## src/rtl/prmcu_uart_pkg.sv

```systemverilog
// Shared types and constants for the prmcu UART receive and transmit paths.
package prmcu_uart_pkg;

  localparam int unsigned UART_MIN_DATA_BITS = 5;
  localparam int unsigned UART_MAX_DATA_BITS = 9;
  localparam int unsigned UART_MIN_DIVIDER   = 2;
  localparam int unsigned UART_DIV_W         = 8;
  localparam int unsigned UART_DATA_W        = 9;
  localparam int unsigned UART_NBITS_W       = 4;

  typedef enum logic [2:0] {
    RX_IDLE,
    RX_START,
    RX_DATA,
    RX_PARITY,
    RX_STOP
  } uart_rx_state_t;

  // Out-of-range data-bit counts saturate to the supported 5..9 window.
  function automatic logic [UART_NBITS_W-1:0] clamp_data_bits(input logic [UART_NBITS_W-1:0] n);
    if (n < UART_NBITS_W'(UART_MIN_DATA_BITS)) return UART_NBITS_W'(UART_MIN_DATA_BITS);
    if (n > UART_NBITS_W'(UART_MAX_DATA_BITS)) return UART_NBITS_W'(UART_MAX_DATA_BITS);
    return n;
  endfunction

  function automatic logic [UART_DIV_W-1:0] clamp_divider(input logic [UART_DIV_W-1:0] d);
    if (d < UART_DIV_W'(UART_MIN_DIVIDER)) return UART_DIV_W'(UART_MIN_DIVIDER);
    return d;
  endfunction

endpackage

```

## src/rtl/prmcu_uart_bit_timer.sv

```systemverilog
// Loadable down-counter; expire_c strobes for one cycle, load_val cycles after a load.
module prmcu_uart_bit_timer #(
  parameter int unsigned W = 8
) (
  input  logic         clk,
  input  logic         rst,
  input  logic         load,
  input  logic [W-1:0] load_val,
  output logic         expire_c
);

  logic [W-1:0] cnt_q;

  always_ff @(posedge clk) begin
    if (rst) begin
      cnt_q <= '0;
    end else if (load) begin
      cnt_q <= load_val;
    end else if (cnt_q != '0) begin
      cnt_q <= cnt_q - W'(1);
    end
  end

  // Counter parks at zero after expiry so the strobe fires once per load.
  assign expire_c = (cnt_q == W'(1));

endmodule

```

## src/rtl/prmcu_uart_rx.sv

```systemverilog
// UART receive engine: synchronizes rx_i, samples mid-bit and presents words on a valid/ready stream.
module prmcu_uart_rx
  import prmcu_uart_pkg::*;
#(
  parameter int unsigned SYNC_STAGES = 2
) (
  input  logic                    clk,
  input  logic                    rst,
  input  logic                    en,
  input  logic                    n_parity_bits_i,
  input  logic [1:0]              n_stop_bits_i,
  input  logic [UART_NBITS_W-1:0] n_data_bits_i,
  input  logic [UART_DIV_W-1:0]   internal_clk_divider_i,
  input  logic                    rx_i,
  output logic [UART_DATA_W-1:0]  out_dat_o,
  output logic                    out_vld_o,
  input  logic                    out_rdy_i,
  output logic                    parity_err_o,
  output logic                    frame_err_o,
  output logic                    overrun_err_o
);

  localparam int unsigned SYNC_N = (SYNC_STAGES < 2) ? 2 : SYNC_STAGES;

  logic [SYNC_N-1:0]       sync_q;
  logic                    rxs;
  uart_rx_state_t          state_q, state_d;

  logic [UART_DIV_W-1:0]   div_q;
  logic [UART_NBITS_W-1:0] nbits_q;
  logic                    par_en_q;
  logic                    stop2_q;
  logic [UART_NBITS_W-1:0] bit_idx_q;
  logic                    stop_idx_q;
  logic [UART_DATA_W-1:0]  data_q;
  logic                    par_err_q;
  logic                    frm_err_q;

  logic [UART_DIV_W-1:0]   div_in_c;
  logic                    tmr_load_c;
  logic [UART_DIV_W-1:0]   tmr_val_c;
  logic                    tmr_expire_c;
  logic                    cfg_capture_c;
  logic                    data_clear_c;
  logic                    data_shift_c;
  logic                    par_sample_c;
  logic                    stop_sample_c;
  logic                    commit_c;
  logic                    commit_ok_c;

  // Input synchronizer; idles high so reset never looks like a start bit.
  always_ff @(posedge clk) begin
    if (rst) sync_q <= '1;
    else     sync_q <= {sync_q[SYNC_N-2:0], rx_i};
  end
  assign rxs = sync_q[SYNC_N-1];

  assign div_in_c = clamp_divider(internal_clk_divider_i);

  prmcu_uart_bit_timer #(.W(UART_DIV_W)) u_bit_timer (
    .clk      (clk),
    .rst      (rst),
    .load     (tmr_load_c),
    .load_val (tmr_val_c),
    .expire_c (tmr_expire_c)
  );

  always_ff @(posedge clk) begin
    if (rst) state_q <= RX_IDLE;
    else     state_q <= state_d;
  end

  always_comb begin
    state_d       = state_q;
    tmr_load_c    = 1'b0;
    tmr_val_c     = div_q;
    cfg_capture_c = 1'b0;
    data_clear_c  = 1'b0;
    data_shift_c  = 1'b0;
    par_sample_c  = 1'b0;
    stop_sample_c = 1'b0;
    commit_c      = 1'b0;
    if (!en) begin
      state_d = RX_IDLE;
    end else begin
      case (state_q)
        RX_IDLE: begin
          if (!rxs) begin
            tmr_load_c    = 1'b1;
            tmr_val_c     = div_in_c >> 1;
            cfg_capture_c = 1'b1;
            state_d       = RX_START;
          end
        end
        RX_START: begin
          if (tmr_expire_c) begin
            if (rxs) begin
              state_d = RX_IDLE;
            end else begin
              tmr_load_c   = 1'b1;
              data_clear_c = 1'b1;
              state_d      = RX_DATA;
            end
          end
        end
        RX_DATA: begin
          if (tmr_expire_c) begin
            data_shift_c = 1'b1;
            tmr_load_c   = 1'b1;
            if (bit_idx_q == nbits_q - UART_NBITS_W'(1)) begin
              state_d = par_en_q ? RX_PARITY : RX_STOP;
            end
          end
        end
        RX_PARITY: begin
          if (tmr_expire_c) begin
            par_sample_c = 1'b1;
            tmr_load_c   = 1'b1;
            state_d      = RX_STOP;
          end
        end
        RX_STOP: begin
          if (tmr_expire_c) begin
            stop_sample_c = 1'b1;
            // Commit mid-stop-bit so a start edge right after the frame is caught.
            if (stop_idx_q == stop2_q) begin
              commit_c = 1'b1;
              state_d  = RX_IDLE;
            end else begin
              tmr_load_c = 1'b1;
            end
          end
        end
        default: state_d = RX_IDLE;
      endcase
    end
  end

  always_ff @(posedge clk) begin
    if (rst) begin
      div_q      <= UART_DIV_W'(UART_MIN_DIVIDER);
      nbits_q    <= UART_NBITS_W'(UART_MIN_DATA_BITS);
      par_en_q   <= 1'b0;
      stop2_q    <= 1'b0;
      bit_idx_q  <= '0;
      stop_idx_q <= 1'b0;
      data_q     <= '0;
      par_err_q  <= 1'b0;
      frm_err_q  <= 1'b0;
    end else begin
      if (cfg_capture_c) begin
        div_q    <= div_in_c;
        nbits_q  <= clamp_data_bits(n_data_bits_i);
        par_en_q <= n_parity_bits_i;
        stop2_q  <= (n_stop_bits_i >= 2'd2);
      end
      if (data_clear_c) begin
        bit_idx_q  <= '0;
        stop_idx_q <= 1'b0;
        data_q     <= '0;
        par_err_q  <= 1'b0;
        frm_err_q  <= 1'b0;
      end
      if (data_shift_c) begin
        data_q    <= data_q | (UART_DATA_W'(rxs) << bit_idx_q);
        bit_idx_q <= bit_idx_q + UART_NBITS_W'(1);
      end
      if (par_sample_c) par_err_q <= rxs ^ (^data_q);
      if (stop_sample_c) begin
        frm_err_q  <= frm_err_q | ~rxs;
        stop_idx_q <= 1'b1;
      end
    end
  end

  // Output register accepts a commit only when empty or draining this cycle.
  assign commit_ok_c = ~out_vld_o | out_rdy_i;

  always_ff @(posedge clk) begin
    if (rst) begin
      out_dat_o     <= '0;
      out_vld_o     <= 1'b0;
      parity_err_o  <= 1'b0;
      frame_err_o   <= 1'b0;
      overrun_err_o <= 1'b0;
    end else begin
      overrun_err_o <= commit_c & ~commit_ok_c;
      if (commit_c && commit_ok_c) begin
        out_dat_o    <= data_q;
        parity_err_o <= par_err_q;
        frame_err_o  <= frm_err_q | ~rxs;
        out_vld_o    <= 1'b1;
      end else if (out_vld_o && out_rdy_i) begin
        out_vld_o <= 1'b0;
      end
    end
  end

endmodule

```

## config.mk

```make
export PLATFORM = sky130hd
export DESIGN_NAME = prmcu_uart_rx
export DESIGN_NICKNAME = d
export VERILOG_FILES = /design/src/rtl/prmcu_uart_pkg.sv /design/src/rtl/prmcu_uart_bit_timer.sv /design/src/rtl/prmcu_uart_rx.sv
export SDC_FILE = /design/constraint.sdc
export NUM_CORES = 1
export LEC_CHECK = 0
export CAP_MARGIN = 25
export CORE_UTILIZATION = 50
export CTS_CLUSTER_SIZE = 25
export DETAILED_ROUTE_END_ITERATION = 16
export PLACE_DENSITY = 0.83
export SYNTH_ARGS = -nofsm -noshare
export SYNTH_HDL_FRONTEND = slang
export SYNTH_SLANG_ARGS = --single-unit
```

## constraint.sdc

```tcl
create_clock -name clk -period 2.64 [get_ports clk]
set_clock_uncertainty 0.05 [all_clocks]
set_input_delay 0.528 -clock clk [delete_from_list [all_inputs] [get_ports clk]]
set_output_delay 0.528 -clock clk [all_outputs]
set_load 0.05 [all_outputs]
```

* Word-level counts from Yosys, hierarchy flattened
Index checks and enable logic that the tools add are counted.
** Word-level totals
- Register bits :: 56
- Input port bits :: 20
- Output and inout bits :: 13
- Word-level logic and storage cells :: 121
** Cells by class
- $add $sub $neg :: 3
- $lt $le $gt $ge :: 4
- Equality and inequality tests :: 14
- Shift-type cells :: 1
- Mux-type cells :: 60
- Bitwise logic cells :: 9
- Reduce and logical (&&, ||, !) cells :: 13
** Operators by type and width (number)
- $mux 8 :: 7
- $mux 1 :: 34
- $mux 3 :: 8
- $mux 4 :: 6
- $mux 9 :: 2
- $pmux 3 s5 :: 1
- $ne 2x2->1 const B :: 7
- $reduce_bool 2->1 :: 5
- $or 9x9->9 :: 1
- $reduce_xor 9->1 :: 1
- $shl 1x4->9 :: 1
- $eq 8x1->1 const B :: 1
- $lt 8x2->1 const B :: 1
- $reduce_bool 8->1 :: 1
- $sub 8x1->8 const B :: 1
- $reduce_and 7->1 :: 1
- $eq 3x2->1 const B :: 2
- $add 4x1->4 const B :: 1
- $eq 4x4->1 :: 1
- $gt 4x4->1 const B :: 1
- $lt 4x3->1 const B :: 1
- $not 1->1 :: 4
- $pmux 1 s4 :: 1
- $reduce_or 2->1 :: 2
- 11 further kinds :: 13

* Longest topological paths before layout
Gate-level depths: netlist of the first run.
- Depth in word-level cells :: 10
- Gate-level depth with buffers :: 9

* Modules after synthesis
From an unflattened synthesis of the first run, not the netlist that was laid out.
** Second synthesis, totals
- Cell total of the unflattened synthesis :: 307
- Area, all modules :: 2717.6 um2
** Modules (own cells, without submodules)
- prmcu_uart_rx :: times used 1, cells each 254, area each 2209.6 um2
- prmcu_uart_bit_timer :: times used 1, cells each 53, area each 508.0 um2

* Worst setup path after synthesis of the first run
OpenSTA, ideal clock, no wires.
- Path type :: reg-to-reg
- Start :: register nbits_q[0]
- End :: register state_q[2]
- Arrival time :: 1.778 ns
- Required time :: 2.520 ns
- Setup slack :: 0.742 ns
- Stages on the path, launching flop included :: 8
- Path buffers :: 0
- Period minus slack after synthesis :: 1.898 ns
- Path through :: dfxtp_1 inv_1 ha_1 xor2_1 nand2_1 o41ai_4 or4b_1 a21oi_1
** On the way
- Longest elaborated chain between the ends :: 4
** RTL lines
- start, declared :: RTL line prmcu_uart_rx.sv:30 : logic [UART_NBITS_W-1:0] nbits_q;
- start signal, assigned :: RTL line prmcu_uart_rx.sv:142 : nbits_q <= UART_NBITS_W'(UART_MIN_DATA_BITS);
- start signal, assigned :: RTL line prmcu_uart_rx.sv:153 : nbits_q <= clamp_data_bits(n_data_bits_i);
- $sub 4x1->4 :: RTL line prmcu_uart_rx.sv:110 : if (bit_idx_q == nbits_q - UART_NBITS_W'(1)) begin
- $eq 4x4->1 :: RTL line prmcu_uart_rx.sv:110
- $ne 2x2->1 (no source line)
- $reduce_and 7->1 (no source line)
- end signal, assigned :: RTL line prmcu_uart_rx.sv:70 : else state_q <= state_d;
- end, declared :: RTL line prmcu_uart_rx.sv:27 : uart_rx_state_t state_q, state_d;
Every way passes these cells.
A chain may end at the register's enable or synchronous reset.

* Worst setup path in the final report of the first run
- Start :: register u_bit_timer.cnt_q[0]
- End :: register u_bit_timer.cnt_q[0]
** On the way
- Longest elaborated chain between the ends :: 5
- Elaborated cells on any way between the ends :: 11
- Classes of those cells :: 1 x add/sub; 1 x eq/ne; 7 x mux; 2 x reduce/logical
** RTL lines
- start, declared :: RTL line prmcu_uart_bit_timer.sv:12 : logic [W-1:0] cnt_q;
- start signal, assigned :: RTL line prmcu_uart_bit_timer.sv:18 : cnt_q <= load_val;
- start signal, assigned :: RTL line prmcu_uart_bit_timer.sv:20 : cnt_q <= cnt_q - W'(1);
- $eq 8x1->1 :: RTL line prmcu_uart_bit_timer.sv:25 : assign expire_c = (cnt_q == W'(1));
- $mux 1 (on tied branches)
- $pmux 1 s4 :: RTL line prmcu_uart_rx.sv:86 : case (state_q)
- $mux 1 :: RTL line prmcu_uart_rx.sv:83 : if (!en) begin
- $mux 8 or $reduce_bool 2->1 (tied branches)
Parallel ways exist; a longest one is shown, timed or not. The select of a mux whose other input is x is not followed.

==> results.py, run 1 <==
metrics = {
    "run_status": {
        "run_status": "finished, final reports clean",
    },
    "synthesis": {
        "yosysUniqueCellTypes": 56,
        "synth_top_family_by_area": "simple AND/OR/NAND/NOR gates",
        "postSynthCellCount": 316,
        "synthFlopType": "dfxtp_1",
        "netlist_top_cells_area": "dfxtp_1, a21oi_1, nand2_1",
        "synth-adder-area-share_pct": 1.81,
        "synth.top_cell.area_share_pct": 40.5,
        "synth-async-reset-ratio_pct": 0,
        "yosysTopAreaCell": "dfxtp_1",
        "syn-num-nets": 340,
        "synth-simple-area-share_pct": 25.1,
        "ys_ff_latch": 56,
        "synth_compound_area_share_pct": 15.8,
        "syn_avg_cell_area_um2": 8.75,
        "ys_seq_area_share_pct": 40.5,
        "yosysWarnings": 0,
        "syn-cell-area_um2": 2770,
        "synth_edf_count": 0,
        "muxShareOfSynthArea_pct": 5.16,
        "synthXorXnorAreaFrac_pct": 5.88,
    },
    "route": {
        "top_layer": "met4",
        "drt_first_pass_iters": 4,
        "drt-met1-wl_um": 2720,
        "viasPerCell": 5.57,
        "dr_wl_met3_um": 172,
        "vias": 2290,
        "drc": 0,
        "ant_nets": 0,
        "wire_per_inst_um": 13.5,
        "drtIter0Drc": 149,
        "drt-total-wl_um": 5560,
        "wl_met2_um": 2580,
    },
    "power": {
        "power_density_nw_per_um2": 648,
        "p_leak_nw": 1.11,
        "peakVddDrop_v": 0.000347,
        "finalPower_w": 0.00207,
    },
    "clock_network": {
        "hold_buffers": 0,
        "clock_latency_ns": 0.31,
        "cts_tree": "yes",
        "cts_root_buf": "clkbuf_8",
        "path_clk_slew_ns": 0.10,
        "cts_max_level": 2,
        "cts_resized": 0,
        "cts_sinks": 56,
        "cts_buffer_depth": 2,
        "cts_made_buffers": 5,
        "postCtsSetupRepairBufs": 0,
    },
    "worst_setup_path": {
        "rrSetupSlack_ns": 0.48,
        "crit_type": "flip-flop to flip-flop",
        "cp-end-kind": "flip-flop",
        "crit_path_cell_trace": "ha_1 -> nor3b_2 -> and3_1 -> o21ai_1 -> a211o_1 -> a21oi_1",
        "startpoint_type": "flip-flop",
        "cp_max_fo": 8,
        "arrival_ns": 2.36,
        "cpMaxStageDelayCell": "dfxtp_1",
        "max_stage_delay_ns": 0.44,
        "crit_required_ns": 2.84,
    },
    "timing": {
        "setup_viol": 0,
        "layout_min_cycle_time_ns": 2.16,
        "rsz0062_at_grt": "false",
        "period_share_pct": 81.7,
        "max_freq_mhz": 464,
        "worstMarginPinSlew_ns": 0.552,
        "hold_viol": 0,
        "maxSlewViolCount": 0,
        "relSlewSlack_pct": 63.1,
        "tns_ns": 0,
    },
    "global_route": {
        "antenna_found_initial": 0,
        "grt_max_degree": 23,
        "grt_pass1_vias": 2170,
        "grt_pass1_wl_um": 9860,
        "grt-ovfl-total": 0,
        "grt_use_total_pct": 20.7,
    },
    "worst_hold_path": {
        "hold_class": "flip-flop to flip-flop",
    },
    "placed_design": {
        "dp_hpwl_um": 4020,
        "place_area_um2": 3090,
        "io_buffers": 31,
        "gp_congestion": 0.841,
    },
    "layout": {
        "drive_above_1_share_pct": 8.80,
        "final_core_util_pct": 61.2,
        "diodes": 0,
        "final_cell_mix": "dfxtp_1, nand2_1, nor2_1",
        "nFillCells": 451,
        "finish.instance_area_um2": 3190,
        "nets": 364,
        "final_common_cell": "dfxtp_1",
        "syn2layout_area_growth_pct": 15.2,
    },
    "run": {
        "cap_violations": 0,
    },
    "floorplanning": {
        "initial_core_util_pct": 53.1,
        "die_w_um": 76.4,
        "die_h_um": 76.4,
        "rows": 26,
        "io_pins": 33,
        "die_area_um2": 5830,
        "fp.coreArea_um2": 5200,
    },
}
logic make-up after synthesis:
kind of cell,Yosys count
and+or+nand+nor,130
muxes,14
buffers and inverters,30
xor gates and xnor gates,17
AOI/OAI and AO/OA,65
adders and majority gates,4
DFF,56
flip-flops by register name, summed over array words and instances (netlist names):
name,flops
out_dat_o,9
frm_err_q,1
bit_idx_q,4
stop2_q,1
frame_err_o,1
stop_idx_q,1
state_q,3
div_q,8
par_err_q,1
sync_q,2
data_q,9
parity_err_o,1
par_en_q,1
overrun_err_o,1
nbits_q,4
out_vld_o,1
u_bit_timer.cnt_q,8
final cells by class:
class	instances	area, µm²	area share (%)
Clock inverter	2	15.0	0.471
Tap cell	70	87.6	2.75
Sequential cell	56	1120	35.2
Multi-Input combinational cell	230	1490	46.7
Inverter	10	37.5	1.18
Timing Repair Buffer	37	355	11.2
Clock buffer	6	82.6	2.59
where the power goes:
| group | internal (W) | switching (W) |
|---|---|---|
| Sequential | 0.000904 | 0.0000828 |
| Combinational | 0.000295 | 0.000291 |
| Clock | 0.000213 | 0.000280 |
cell usage after synthesis (all sizes together) (2+ instances only):
| master | n |
|---|---|
| a211o | 2 |
| a21oi | 29 |
| a311oi | 9 |
| a31o | 2 |
| a31oi | 3 |
| and2 | 2 |
| and3 | 2 |
| buf | 11 |
| clkbuf | 9 |
| dfxtp | 56 |
| ha | 4 |
| inv | 10 |
| mux2 | 2 |
| mux2i | 12 |
| nand2 | 36 |
| nand2b | 5 |
| nand3 | 7 |
| nand3b | 3 |
| nand4 | 3 |
| nor2 | 32 |
| nor2b | 2 |
| nor3 | 16 |
| nor3b | 5 |
| nor4 | 4 |
| nor4bb | 2 |
| o21a | 3 |
| o21ai | 9 |
| or2 | 3 |
| or3b | 2 |
| xnor2 | 12 |
| xor2 | 4 |
critical path, delay by kind of cell (launching register included):
kind | cells | cell delay [ns]
AND/OR/NAND/NOR | 2 | 0.77
AO/OA/AOI/OAI | 3 | 0.67
flip-flops | 1 | 0.44
adder cells (fa/ha/maj) | 1 | 0.17
worst paths after layout:
path,startpoint,to,cells past startpoint
setup / recovery,u_bit_timer.cnt_q[0]$_SDFFE_PP0P_,u_bit_timer.cnt_q[0]$_SDFFE_PP0P_,6
hold / removal,sync_q[0]$_SDFF_PP1_,sync_q[1]$_SDFF_PP1_,1
setup reg to reg,u_bit_timer.cnt_q[0]$_SDFFE_PP0P_,u_bit_timer.cnt_q[0]$_SDFFE_PP0P_,6
hold reg to reg,sync_q[0]$_SDFF_PP1_,sync_q[1]$_SDFF_PP1_,1
routing by layer:
layer / up-vias / global-route usage (%)
met5: - / 0
met4: 0 / 8.27
met3: 9 / 3.95
met2: 44 / 33.6
met1: 1076 / 27.1
li1: 1161 / -
per-stage QoR:
step	worst slack [ns]	std cells	hold slack [ns]
after floorplan	0.742	316	0.339
after global placement	0.354	403	0.342
after detailed placement	0.323	403	0.349
after CTS	0.525	411	0.383
after global routing	0.305	411	0.393
final	0.483	411	0.377
No activity file was read; power rests on OpenSTA's default activity.
==> run 2, diff against run 1 <==
Clock period 2.64 ns to 2.11 ns, I/O delays scaled along.
==> run 2 against run 1 <==
Compared with the run above: setup slack worse by 0.43 ns; utilization is 3.8 points higher; cell area is 6.2% higher; critical endpoint is now state_q[1]$_SDFFE_PP0P_.
==> results.py, run 2 (same netlist as run 1, synthesis figures left out) <==
metrics = {
    "route": {
        "vias": 2374,
        "drt_first_pass_iters": 4,
        "wire_per_inst_um": 13.3,
        "drc": 0,
        "viasPerCell": 5.46,
        "drtIter0Drc": 114,
        "drt-total-wl_um": 5790,
        "ant_nets": 0,
    },
    "layout": {
        "instances_no_fill": 435,
        "nets": 388,
        "reg.largest.list": "data_q (9), out_dat_o (9)",
        "diodes": 0,
        "drive_above_1_share_pct": 15.6,
        "final_cell_mix": "dfxtp_1, nand2_1, nor2_1",
        "final_common_cell": "dfxtp_1",
        "syn2layout_area_growth_pct": 22.4,
        "finish.instance_area_um2": 3380,
    },
    "clock_network": {
        "clock_latency_ns": 0.31,
        "cts_max_level": 2,
        "cts_root_buf": "clkbuf_8",
        "hold_buffers": 0,
        "path_clk_slew_ns": 0.10,
        "cts_made_buffers": 5,
        "cts_buffer_depth": 2,
        "cts_tree": "yes",
        "cts_sinks": 56,
    },
    "worst_setup_path": {
        "arrival_ns": 2.22,
        "crit_type": "flip-flop to flip-flop",
        "cp-end-kind": "flip-flop",
        "max_stage_delay_ns": 0.34,
        "rrSetupSlack_ns": 0.06,
        "crit_path_cell_trace": "inv_1 -> ha_1 -> nor3b_2 -> buf_4 -> a31o_1 -> a221oi_2 -> mux2_4 -> o21ba_1",
        "cpMaxStageDelayCell": "dfxtp_2",
        "crit_required_ns": 2.28,
        "cp_num_cells": 8,
        "startpoint_type": "flip-flop",
        "cp_num_buf_inv": 2,
        "reg2reg_depth": 8,
        "cp_max_fo": 8,
        "path_delay_family": "compound AO/OA/AOI/OAI gates",
    },
    "global_route": {
        "grt_pass1_vias": 2295,
        "grt-ovfl-total": 0,
        "grt_pass1_wl_um": 10300,
        "grt_max_degree": 22,
        "antenna_found_initial": 0,
        "grt_use_total_pct": 21.6,
    },
    "timing": {
        "hold_viol": 0,
        "maxSlewViolCount": 0,
        "layout_min_cycle_time_ns": 2.05,
        "setup_viol": 0,
        "period_share_pct": 97.3,
        "worstMarginPinSlew_ns": 0.576,
        "relSlewSlack_pct": 61.5,
        "max_freq_mhz": 487,
    },
    "power": {
        "power_density_nw_per_um2": 774,
        "peakVddDrop_v": 0.000358,
        "p_leak_nw": 1.24,
    },
    "floorplanning": {
        "die_w_um": 76.4,
        "io_pins": 33,
        "rows": 26,
        "fp.coreArea_um2": 5200,
        "initial_core_util_pct": 53.1,
        "die_h_um": 76.4,
        "die_area_um2": 5830,
    },
    "placed_design": {
        "place_area_um2": 3270,
        "gp_congestion": 0.868,
        "dp.cells": 425,
        "io_buffers": 31,
        "dp_hpwl_um": 4290,
    },
    "run": {
        "cap_violations": 0,
    },
    "worst_hold_path": {
        "hold_depth": 1,
        "hold_class": "flip-flop to flip-flop",
    },
    "run_status": {
        "run_status": "finished, final reports clean",
    },
}
[run 2: power by group]
group          total, W  switching (W)  leakage [nW]  internal, W
combinational  0.000789       0.000384         0.739     0.000404
sequential      0.00124       0.000101         0.454      0.00114
clock          0.000595       0.000356        0.0485     0.000239
total           0.00262       0.000842          1.24      0.00178
[run 2: area by class of cell]
type / instances / area [µm²]
Multi-Input combinational cell: 230 / 1500
Sequential cell: 56 / 1120
Inverter: 10 / 37.5
Clock inverter: 3 / 22.5
Tap cell: 70 / 87.6
Clock buffer: 5 / 68.8
Fill cell: 437 / 1820
Timing Repair Buffer: 61 / 548
[run 2: per-layer routing]
metal  track usage, %  part of all wire, %
met2             37.1                   48
met1             27.4                   47
met5                0                    0
met4             6.92                  1.3
met3             3.71                  2.9
[run 2: stage by stage]
step	setup TNS, ns	setup WS, ns	hold slack [ns]	utilization (%)	total power [W]
after global routing	-0.0334	-0.0259	0.384	65.0	0.00278
after global placement	0	0.0136	0.345	62.8	0.00200
after floorplan	0	0.212	0.339	-	0.00181
final	0	0.0578	0.367	65.0	0.00262
after detailed placement	-0.0474	-0.0417	0.344	62.8	0.00201
after CTS	0	0.0255	0.370	64.7	0.00262
[run 2: worst register-to-register path, cell delays in order (launching register included)]
cell      delay [ns]
dfxtp_2         0.34
inv_1           0.06
ha_1            0.18
nor3b_2         0.15
buf_4           0.17
a31o_1          0.21
a221oi_2        0.31
mux2_4          0.34
o21ba_1         0.17
[run 2: timing repair]
item | in CTS | in global routing
setup endpoints to repair | 2 | 4
buffers inserted | 1 | 1
pin swaps | 1 | 3
resized for setup | 1 | 3
[run 2: final timing paths]
check	startpoint	endpoint
setup / recovery	u_bit_timer.cnt_q[1]$_SDFFE_PP0P_	state_q[1]$_SDFFE_PP0P_
hold / removal	sync_q[0]$_SDFF_PP1_	sync_q[1]$_SDFF_PP1_
setup reg to reg	u_bit_timer.cnt_q[1]$_SDFFE_PP0P_	state_q[1]$_SDFFE_PP0P_
hold reg to reg	sync_q[0]$_SDFF_PP1_	sync_q[1]$_SDFF_PP1_
